File: src/rtl/multi_timer_controller_pkg.sv
// Shared constants and types for the multi-channel timer peripheral.
package multi_timer_controller_pkg;

  // Femto bus geometry and access-size encoding
  localparam int unsigned BUS_WIDTH     = 32;
  localparam int unsigned BUS_ACC_WIDTH = 2;
  localparam logic [BUS_ACC_WIDTH-1:0] BUS_ACC_4B = 2'd2;

  // Default timer configuration
  localparam int unsigned TMR_DIV = 4;
  localparam int unsigned TMR_CH  = 4;
  localparam int unsigned TMR_AW  = 6;

  // Word offsets inside a 16-byte channel window (addr[3:2])
  localparam logic [1:0] TMR_CNT = 2'd0;
  localparam logic [1:0] TMR_RLD = 2'd1;
  localparam logic [1:0] TMR_CSR = 2'd2;

  // CSR bit positions
  localparam int unsigned CSR_INTEN    = 7;
  localparam int unsigned CSR_PERIODIC = 6;
  localparam int unsigned CSR_PEND     = 0;

  // CSR readback image; reserved fields always read zero
  typedef struct packed {
    logic [23:0] rsv_hi;
    logic        inten;
    logic        periodic;
    logic [4:0]  rsv_lo;
    logic        pend;
  } tmr_csr_t;

endpackage

File: src/rtl/multi_timer_controller_channel.sv
// One timer channel: prescaler, down-counter, reload and CSR flags.
module multi_timer_controller_channel
  import multi_timer_controller_pkg::*;
#(
  parameter int unsigned DIV = TMR_DIV
) (
  input  logic                 clk,
  input  logic                 rstn,
  input  logic                 cnt_we,
  input  logic                 rld_we,
  input  logic                 csr_we,
  input  logic [BUS_WIDTH-1:0] wdata,
  output logic [BUS_WIDTH-1:0] cnt_rd,
  output logic [BUS_WIDTH-1:0] rld_rd,
  output tmr_csr_t             csr_rd,
  output logic                 pend,
  output logic                 inten
);

  localparam int unsigned DW = 16;
  localparam logic [DW-1:0] DIV_LOAD = DW'(DIV - 1);

  logic [BUS_WIDTH-1:0] cnt;
  logic [BUS_WIDTH-1:0] rld;
  logic [DW-1:0]        div;
  logic                 periodic;
  logic                 tick;
  logic                 expire;

  // A tick is a prescaler wrap while the counter is live; a CNT write masks expiry
  assign tick   = (cnt != '0) && (div == '0);
  assign expire = tick && (cnt == BUS_WIDTH'(1)) && !cnt_we;

  // Prescaler and counter; a CNT write takes priority over any tick
  always_ff @(posedge clk) begin
    if (!rstn) begin
      cnt <= '0;
      div <= '0;
    end else if (cnt_we) begin
      cnt <= wdata;
      div <= DIV_LOAD;
    end else if (tick) begin
      div <= DIV_LOAD;
      if (cnt == BUS_WIDTH'(1)) begin
        cnt <= (periodic && (rld != '0)) ? rld : '0;
      end else begin
        cnt <= cnt - BUS_WIDTH'(1);
      end
    end else if (cnt != '0) begin
      div <= div - DW'(1);
    end
  end

  // Reload value, only consumed at the next expiry
  always_ff @(posedge clk) begin
    if (!rstn) begin
      rld <= '0;
    end else if (rld_we) begin
      rld <= wdata;
    end
  end

  // Control flags; expiry set beats a simultaneous write-1-to-clear
  always_ff @(posedge clk) begin
    if (!rstn) begin
      inten    <= 1'b0;
      periodic <= 1'b0;
      pend     <= 1'b0;
    end else begin
      if (csr_we) begin
        inten    <= wdata[CSR_INTEN];
        periodic <= wdata[CSR_PERIODIC];
      end
      if (expire) begin
        pend <= 1'b1;
      end else if (csr_we && wdata[CSR_PEND]) begin
        pend <= 1'b0;
      end
    end
  end

  // Readback images
  always_comb begin
    csr_rd          = '0;
    csr_rd.inten    = inten;
    csr_rd.periodic = periodic;
    csr_rd.pend     = pend;
  end

  assign cnt_rd = cnt;
  assign rld_rd = rld;

endmodule

File: src/rtl/multi_timer_controller.sv
// Multi-channel timer peripheral: bus decode, fault, response, readback and interrupt.
module multi_timer_controller
  import multi_timer_controller_pkg::*;
#(
  parameter int unsigned CH  = TMR_CH,
  parameter int unsigned DIV = TMR_DIV,
  parameter int unsigned AW  = TMR_AW
) (
  input  logic                     clk,
  input  logic                     rstn,
  output logic                     interrupt,
  input  logic [AW-1:0]            addr,
  input  logic                     w_rb,
  input  logic [BUS_ACC_WIDTH-1:0] acc,
  output logic [BUS_WIDTH-1:0]     rdata,
  input  logic [BUS_WIDTH-1:0]     wdata,
  input  logic                     req,
  output logic                     resp,
  output logic                     fault
);

  localparam int unsigned IW = (AW > 4) ? AW - 4 : 1;

  logic [IW-1:0]        ch_idx;
  logic [1:0]           reg_off;
  logic                 ch_ok;
  logic                 legal;
  logic                 acc_ok;
  logic [BUS_WIDTH-1:0] rd_mux;
  logic [BUS_WIDTH-1:0] cnt_rd [CH];
  logic [BUS_WIDTH-1:0] rld_rd [CH];
  tmr_csr_t             csr_rd [CH];
  logic [CH-1:0]        pend;
  logic [CH-1:0]        inten;

  // Channel index comes from the bits above the 16-byte window
  if (AW > 4) begin : g_idx
    assign ch_idx = addr[AW-1:4];
  end else begin : g_idx_one
    assign ch_idx = '0;
  end

  assign reg_off = addr[3:2];
  assign acc_ok  = (acc == BUS_ACC_4B);

  // Channel present check
  always_comb begin
    ch_ok = 1'b0;
    for (int i = 0; i < int'(CH); i++) begin
      if (ch_idx == IW'(i)) ch_ok = 1'b1;
    end
  end

  assign legal = (addr[1:0] == 2'b00) && acc_ok && (reg_off != 2'd3) && ch_ok;
  assign fault = req && !legal;

  // Channel instances with per-register write strobes
  for (genvar g = 0; g < int'(CH); g++) begin : g_ch
    logic wr_sel;
    assign wr_sel = req && legal && w_rb && (ch_idx == IW'(g));

    multi_timer_controller_channel #(
      .DIV (DIV)
    ) u_chan (
      .clk    (clk),
      .rstn   (rstn),
      .cnt_we (wr_sel && (reg_off == TMR_CNT)),
      .rld_we (wr_sel && (reg_off == TMR_RLD)),
      .csr_we (wr_sel && (reg_off == TMR_CSR)),
      .wdata  (wdata),
      .cnt_rd (cnt_rd[g]),
      .rld_rd (rld_rd[g]),
      .csr_rd (csr_rd[g]),
      .pend   (pend[g]),
      .inten  (inten[g])
    );
  end

  // Readback selection
  always_comb begin
    rd_mux = '0;
    for (int i = 0; i < int'(CH); i++) begin
      if (ch_idx == IW'(i)) begin
        case (reg_off)
          TMR_CNT: rd_mux = cnt_rd[i];
          TMR_RLD: rd_mux = rld_rd[i];
          TMR_CSR: rd_mux = csr_rd[i];
          default: ;
        endcase
      end
    end
  end

  // Response and read data, one cycle after a legal request
  always_ff @(posedge clk) begin
    if (!rstn) begin
      resp  <= 1'b0;
      rdata <= '0;
    end else begin
      resp <= req && legal;
      if (req && legal && !w_rb) rdata <= rd_mux;
    end
  end

  assign interrupt = |(pend & inten);

endmodule

File: config.mk
export PLATFORM = sky130hd
export DESIGN_NAME = multi_timer_controller
export DESIGN_NICKNAME = d
export VERILOG_FILES = /design/src/rtl/multi_timer_controller_pkg.sv /design/src/rtl/multi_timer_controller_channel.sv /design/src/rtl/multi_timer_controller.sv
export SDC_FILE = /design/constraint.sdc
export NUM_CORES = 1
export LEC_CHECK = 0
export ABC_AREA = 1
export CELL_PAD_IN_SITES_DETAIL_PLACEMENT = 0
export CELL_PAD_IN_SITES_GLOBAL_PLACEMENT = 1
export CORE_MARGIN = 4
export CORE_UTILIZATION = 47
export CTS_BUF_LIST = sky130_fd_sc_hd__clkbuf_16
export CTS_CLUSTER_SIZE = 8
export DETAILED_ROUTE_END_ITERATION = 8
export PLACE_DENSITY = 0.94
export RECOVER_POWER = 25
export SLEW_MARGIN = 20
export SYNTH_ARGS = -nofsm -noshare
export SYNTH_HDL_FRONTEND = slang
export SYNTH_HIERARCHICAL = 1
export SYNTH_SLANG_ARGS = --single-unit
File: constraint.sdc
create_clock -name clk -period 8.35 [get_ports clk]
set_input_delay 2.505 -clock clk [delete_from_list [all_inputs] [get_ports clk]]
set_output_delay 2.505 -clock clk [all_outputs]
set_load 0.1 [all_outputs]
==> results of run 1 <==
==> final timing paths <==
path,start,endpoint,slack [ns],cells after the start
max reg2reg,g_ch[2].u_chan/cnt_rd[16],g_ch[2].u_chan/cnt_rd[13],5.66,9
max,addr[2],rdata[29],1.32,11
min,rdata[21],rdata[21],0.46,2
min reg2reg,rdata[21],rdata[21],0.46,2
==> cell usage after synthesis (all sizes together) <==
library cell     n  area [sq um]
nand2         1659          6317
nor2           962          3994
nand3          461          2390
dfxtp          365          7307
inv            295          1107
buf            233          1740
o21ai          216          1096
a21oi          191         970.9
clkbuf          94         354.1
xor2            52         455.4
nor3            48         240.2
nand4           37         231.5
ha              16         200.2
nand3b          16         120.1
o21bai          16         120.1
xnor2           12         105.1
clkinv           5         23.77
a21boi           4         30.03
a21o             4         30.03
and3             4         25.02
conb             4         15.01
o31ai            4         30.03
==> worst min-delay path, cell delays in order, from the launching register on <==
cell and delay [ns]:
dfxtp_1 0.30, nand2_1 0.06, a21oi_1 0.05
==> flip-flops by register name, summed over array words and instances, names as in the netlist <==
name                  flops
g_ch.u_chan/div          64
g_ch.u_chan/cnt_rd      128
g_ch.u_chan/pend          4
g_ch.u_chan/inten         4
g_ch.u_chan/rld_rd      128
rdata                    32
resp                      1
g_ch.u_chan/periodic      4
==> per-stage QoR <==
| step | instances | utilization | hold WS (ns) | cell area [sq um] |
|---|---|---|---|---|
| 6_report | 5419 | 0.5065 | 0.4586 | 28610 |
| 3_3_place_gp | 5350 | 0.4817 | 0.4510 | 27210 |
| 4_1_cts | 5416 | 0.5070 | 0.4628 | 28640 |
| 5_1_grt | 5416 | 0.5063 | 0.4751 | 28610 |
| 3_5_place_dp | 5350 | 0.4817 | 0.4548 | 27210 |
| 2_1_floorplan | 4810 | - | 0.4448 | 27320 |
==> layout make-up <==
type / count / area (sq um) / area share
Multi-Input combinational cell: 3818 / 16790 / 0.5870
Sequential cell: 365 / 7307 / 0.2554
Clock buffer: 55 / 1376 / 0.04810
Inverter: 300 / 1131 / 0.03953
Timing Repair Buffer: 111 / 998.5 / 0.03489
Tap cell: 756 / 945.9 / 0.03306
Clock inverter: 11 / 52.55 / 0.001837
Antenna cell: 3 / 7.507 / 0.0002624
==> layer usage <==
metal	global-route usage	up-vias	share of wire
met4	0.1623	2	0.060
met3	0.05715	235	0.11
met5	0	-	0.00012
li1	-	14450	-
met1	0.4442	13020	0.43
met2	0.4624	1383	0.41
==> kinds of logic after synthesis <==
| group | count (synthesis) |
|---|---|
| and+or+nand+nor | 3187 |
| buffers and inverters | 627 |
| AOI/OAI and AO/OA | 435 |
| DFF | 365 |
| xor gates and xnor gates | 64 |
| adders and majority gates | 16 |
| other | 4 |
==> flow_summary_export.csv, run 1 <==
group,metric,value,unit
outcome,violations,"capacitance limit, slew limit",
routing,drt_pass1_iterations,6,
timing,slew_headroom,-1.095,
clock_network,cts.path.max_buffers,3,
clock_network,numCtsBuffers,53,
synthesis,synth_cell_types,38,
worst_setup_path,required,8.87,ns
worst_setup_path,cpMostUsedCell,"nand2_1",
clock_network,cts_tree,"built",
synthesis,syn_area_per_cell,5.727,sq um
routing,drt_wl_total,99500,um
clock_network,clkTransAtPathRegs,0.06,ns
worst_hold_path,min_path_type,"reg -> reg",
synthesis,synth_seq_cells,365,
timing,rsz0062_at_grt,"false",
floorplan,start_util,0.4762,
floorplan,fp.dieH,247.3,um
grt,grt_pass1_vias,25490,
timing,finalCritPeriodShare,0.8415,
placement,place_ws,1.782,ns
placement,dp_hpwl,70310,um
worst_setup_path,critical_path_peak_fanout,42,
timing,hold_viol,0,
timing,clock_skew,0.01809,ns
clock_network,cts_setup_buffers,0,
floorplan,die_x,247.3,um
worst_setup_path,crit_type,"in -> reg",
routing,drc,0,
worst_setup_path,endpoint_kind,"flop",
finish,fill_cells,5996,
synthesis,synth_area,0.02690,sq mm
placement,gp_congestion,0.9816,
timing,layout_setup_ws,1.323,ns
outcome,status,"finished, violations left",
clock_network,cts_root_buf,"clkbuf_16",
worst_setup_path,path_buf_inv,4,
finish,final_common_cell,"nand2_1",
synthesis,synth_top_family_by_area,"simple AND/OR/NAND/NOR gates",
floorplan,io_pins,79,
floorplan,fp.dieArea,0.06113,sq mm
synthesis,yosys.area_share.simple,0.4950,
grt,grt_overflow,0,
floorplan,core_area,0.05650,sq mm
worst_setup_path,startpoint_type,"input port",
routing,num_vias,29080,
clock_network,cts_hold_buf,0,
placement,io_buffers,78,
grt,grt.total_usage,0.3165,
finish,most-common-layout-cells,"1631 x nand2_1, 893 x nor2_1, 452 x nand3_1, 365 x dfxtp_1, 287 x inv_1",
worst_setup_path,path_cells,"clkbuf_1 -> buf_4 -> inv_1 -> nor2_1 -> clkbuf_2 -> nand2_1 -> nand3_1 -> nand2_1 -> nand3_1 -> nand2_1 -> a21oi_1",
timing,setup_viol,0,
synthesis,synth-xor-area-share,0.02084,
timing,max_freq,0.1423,GHz
timing,slew_viol_final,204,
synthesis,ys_warn_count,6,
clock_network,clk_latency,0.62,ns
routing,drt_iter0_drc,3614,
worst_setup_path,crit_family,"simple AND/OR/NAND/NOR gates",
clock_network,clock_sinks,365,
synthesis,synth_compound_area_frac,0.08464,
finish,area_delta_synth_final,6.358,%
clock_network,htreeDepth,2,
synthesis,seq_area_frac_synth,0.2716,
timing,finalSetupTns,0,ns
worst_setup_path,cpPeakStageDelay,1.89,ns
routing,ant_nets,0,
grt,antenna_found_initial,6,
clock_network,cts_resized,0,
finish,drive_above_1_share,0.04742,
flow_run,max_cap_viol_count,4,
grt,grt_max_degree,81,
worst_setup_path,worst_path_max_delay_cell,"nor2_1",
timing,period_needed,7.027,ns
routing,via_per_inst,5.367,
routing,routedWlPerCell,18.36,um
synthesis,synthAdderAreaFrac,0.007441,
timing,tightest_slew,3.142,ns
synthesis,synthMuxAreaShare,0,
finish,nets,4709,
worst_setup_path,crit_arrival,7.54,ns
grt,grt_pass1_wl,151700,um
floorplan,row_count,87,
synthesis,syn_inst,4698,
Power of run 1 is not shown: default switching activity piles up to over one toggle a cycle in this logic, so the estimate is an artifact.
==> run 2, diff against run 1 <==
--- a/config.mk
+++ b/config.mk
@@ -9,11 +9,11 @@
 export CELL_PAD_IN_SITES_DETAIL_PLACEMENT = 0
 export CELL_PAD_IN_SITES_GLOBAL_PLACEMENT = 1
 export CORE_MARGIN = 4
-export CORE_UTILIZATION = 47
+export CORE_UTILIZATION = 40
 export CTS_BUF_LIST = sky130_fd_sc_hd__clkbuf_16
 export CTS_CLUSTER_SIZE = 8
 export DETAILED_ROUTE_END_ITERATION = 8
-export PLACE_DENSITY = 0.94
+export PLACE_DENSITY = 0.85
 export RECOVER_POWER = 25
 export SLEW_MARGIN = 20
 export SYNTH_ARGS = -nofsm -noshare
==> constraint.sdc (replaced) <==
create_clock -name clk -period 5.7 [get_ports clk]
set_input_delay 1.71 -clock clk [delete_from_list [all_inputs] [get_ports clk]]
set_output_delay 1.71 -clock clk [all_outputs]
set_load 0.1 [all_outputs]
==> flow_summary_export.csv, run 2 (same netlist as run 1, synthesis figures left out) <==
group,metric,value,unit
outcome,status,"finished, violations left",
outcome,violations,"capacitance limit, slew limit",
placement,gp_congestion,0.9933,
timing,tightest_slew,2.043,ns
grt,antenna_found_initial,10,
worst_setup_path,critPathLaunch,"addr[3]",
floorplan,fp.dieArea,0.07147,sq mm
placement,dp_hpwl,76890,um
routing,num_vias,29380,
routing,ant_nets,0,
clock_network,cts_tree,"built",
timing,rsz0062_at_grt,"false",
grt,busiest_layer,"met2",
placement,io_buffers,78,
finish,area_delta_synth_final,7.153,%
clock_network,cts_setup_buffers,0,
floorplan,die_x,267.3,um
pwr,leakage,14.40,nW
clock_network,clkTransAtPathRegs,0.05,ns
placement,dp.cells,5466,
pwr,ir_worst_vdd,0.4970,mV
timing,slew_viol_final,89,
finish,final_cells,5538,
timing,setup_viol,0,
timing,finalSetupTns,0,ns
grt,grt.total_usage,0.2935,
timing,max_freq,0.1932,GHz
floorplan,core_area,0.06622,sq mm
worst_hold_path,min_from,"rdata[21]",
grt,grtUsageMet2,0.4523,
worst_setup_path,crit-reg2reg-launch,"g_ch[1].u_chan/cnt_rd[24]",
worst_setup_path,startpoint_type,"input port",
clock_network,clk_latency,0.62,ns
routing,via_per_inst,5.306,
timing,whs,0.4682,ns
floorplan,row_count,94,
routing,routedWlPerCell,19.57,um
clock_network,cts_resized,0,
clock_network,htreeDepth,2,
routing,drc,0,
clock_network,clock_sinks,365,
grt,grt_overflow,0,
floorplan,fp.dieH,267.3,um
finish,nets,4716,
grt,grtUsageMet1,0.3938,
clock_network,cts_root_buf,"clkbuf_16",
worst_setup_path,critical_path_peak_fanout,30,
worst_setup_path,required,6.18,ns
routing,drt_iter0_drc,3153,
timing,slew_headroom,-0.3620,
pwr,p_per_area,730.3,mW/mm^2
worst_setup_path,crit_type,"in -> reg",
finish,fill_cells,7284,
timing,hold_viol,0,
grt,grt_max_degree,99,
routing,drt_wl_total,108400,um
worst_hold_path,min_path_type,"reg -> reg",
timing,finalCritPeriodShare,0.9082,
grt,grt_use_met3,0.06256,
clock_network,numCtsBuffers,52,
grt,grt_pass1_wl,163100,um
worst_setup_path,endpoint_kind,"flop",
timing,clock_skew,0.03603,ns
floorplan,io_pins,79,
timing,period_needed,5.177,ns
grt,grt_pass1_vias,26490,
finish,final_common_cell,"nand2_1",
flow_run,max_cap_viol_count,1,
clock_network,cts.path.max_buffers,3,
floorplan,start_util,0.4063,
clock_network,cts_hold_buf,0,
worst_setup_path,crit_arrival,5.66,ns
finish,drive_above_1_share,0.04802,
routing,drt_pass1_iterations,6,
finish,most-common-layout-cells,"1631 x nand2_1, 892 x nor2_1, 456 x nand3_1, 365 x dfxtp_1, 286 x inv_1",
[run 2: worst max-delay path: stages]
cell	delay, ns
dlygate4sd3_1	0.63
nand2_1	0.16
nand2_1	0.11
nor2_4	0.13
nand2_1	0.09
nor2_1	0.51
nand2_1	0.21
nor2_1	0.14
clkbuf_1	0.62
inv_1	0.69
buf_4	0.41
o21ai_0	0.16
a21oi_1	0.06
[run 2: worst paths after layout]
| path | cells after the start | slack, ns | end |
|---|---|---|---|
| worst max register to register | 9 | 2.88 | g_ch[1].u_chan/div[14] |
| worst max-delay path | 13 | 0.52 | g_ch[3].u_chan/rld_rd[17] |
| worst min register to register | 2 | 0.47 | rdata[21] |
| worst min-delay path | 2 | 0.47 | rdata[21] |
[run 2: through the flow]
step                      utilization  total power [mW]  area, sq um  worst slack (ns)
after floorplan                     -             18.29        27320            0.6817
after global routing           0.4352             20.74        28820            0.2951
after detailed placement       0.4144             20.63        27440            0.4717
after CTS                      0.4356             23.81        28840            0.9301
final                          0.4354             21.05        28830            0.5232
after global placement         0.4145             18.62        27450            0.5397
[run 2: routing by layer]
layer,wire length (um),vias to the layer above
met5,16,-
li1,-,14460
met3,10620,265
met4,5441,2
met1,46130,13390
met2,46150,1266
[run 2: cell type report]
| type | instances | area [sq um] | area share |
|---|---|---|---|
| repair buffers | 119 | 1095 | 0.03798 |
| multi-input cells | 3818 | 16790 | 0.5825 |
| flip-flops and latches | 365 | 7307 | 0.2535 |
| well taps | 864 | 1081 | 0.03750 |
| clock buffers | 53 | 1326 | 0.04601 |
| diodes | 9 | 22.52 | 0.0007813 |
| clock inverters | 10 | 73.82 | 0.002561 |
| inverters | 300 | 1131 | 0.03924 |
[run 2: report_power, final]
group / leakage (nW) / internal [mW] / switching, mW
Clock: 0.714 / 1.67 / 1.22
Combinational: 10.7 / 4.53 / 9.76
Sequential: 2.96 / 3.04 / 0.840
Total: 14.4 / 9.23 / 11.8
(Power assumes the default switching activity.)
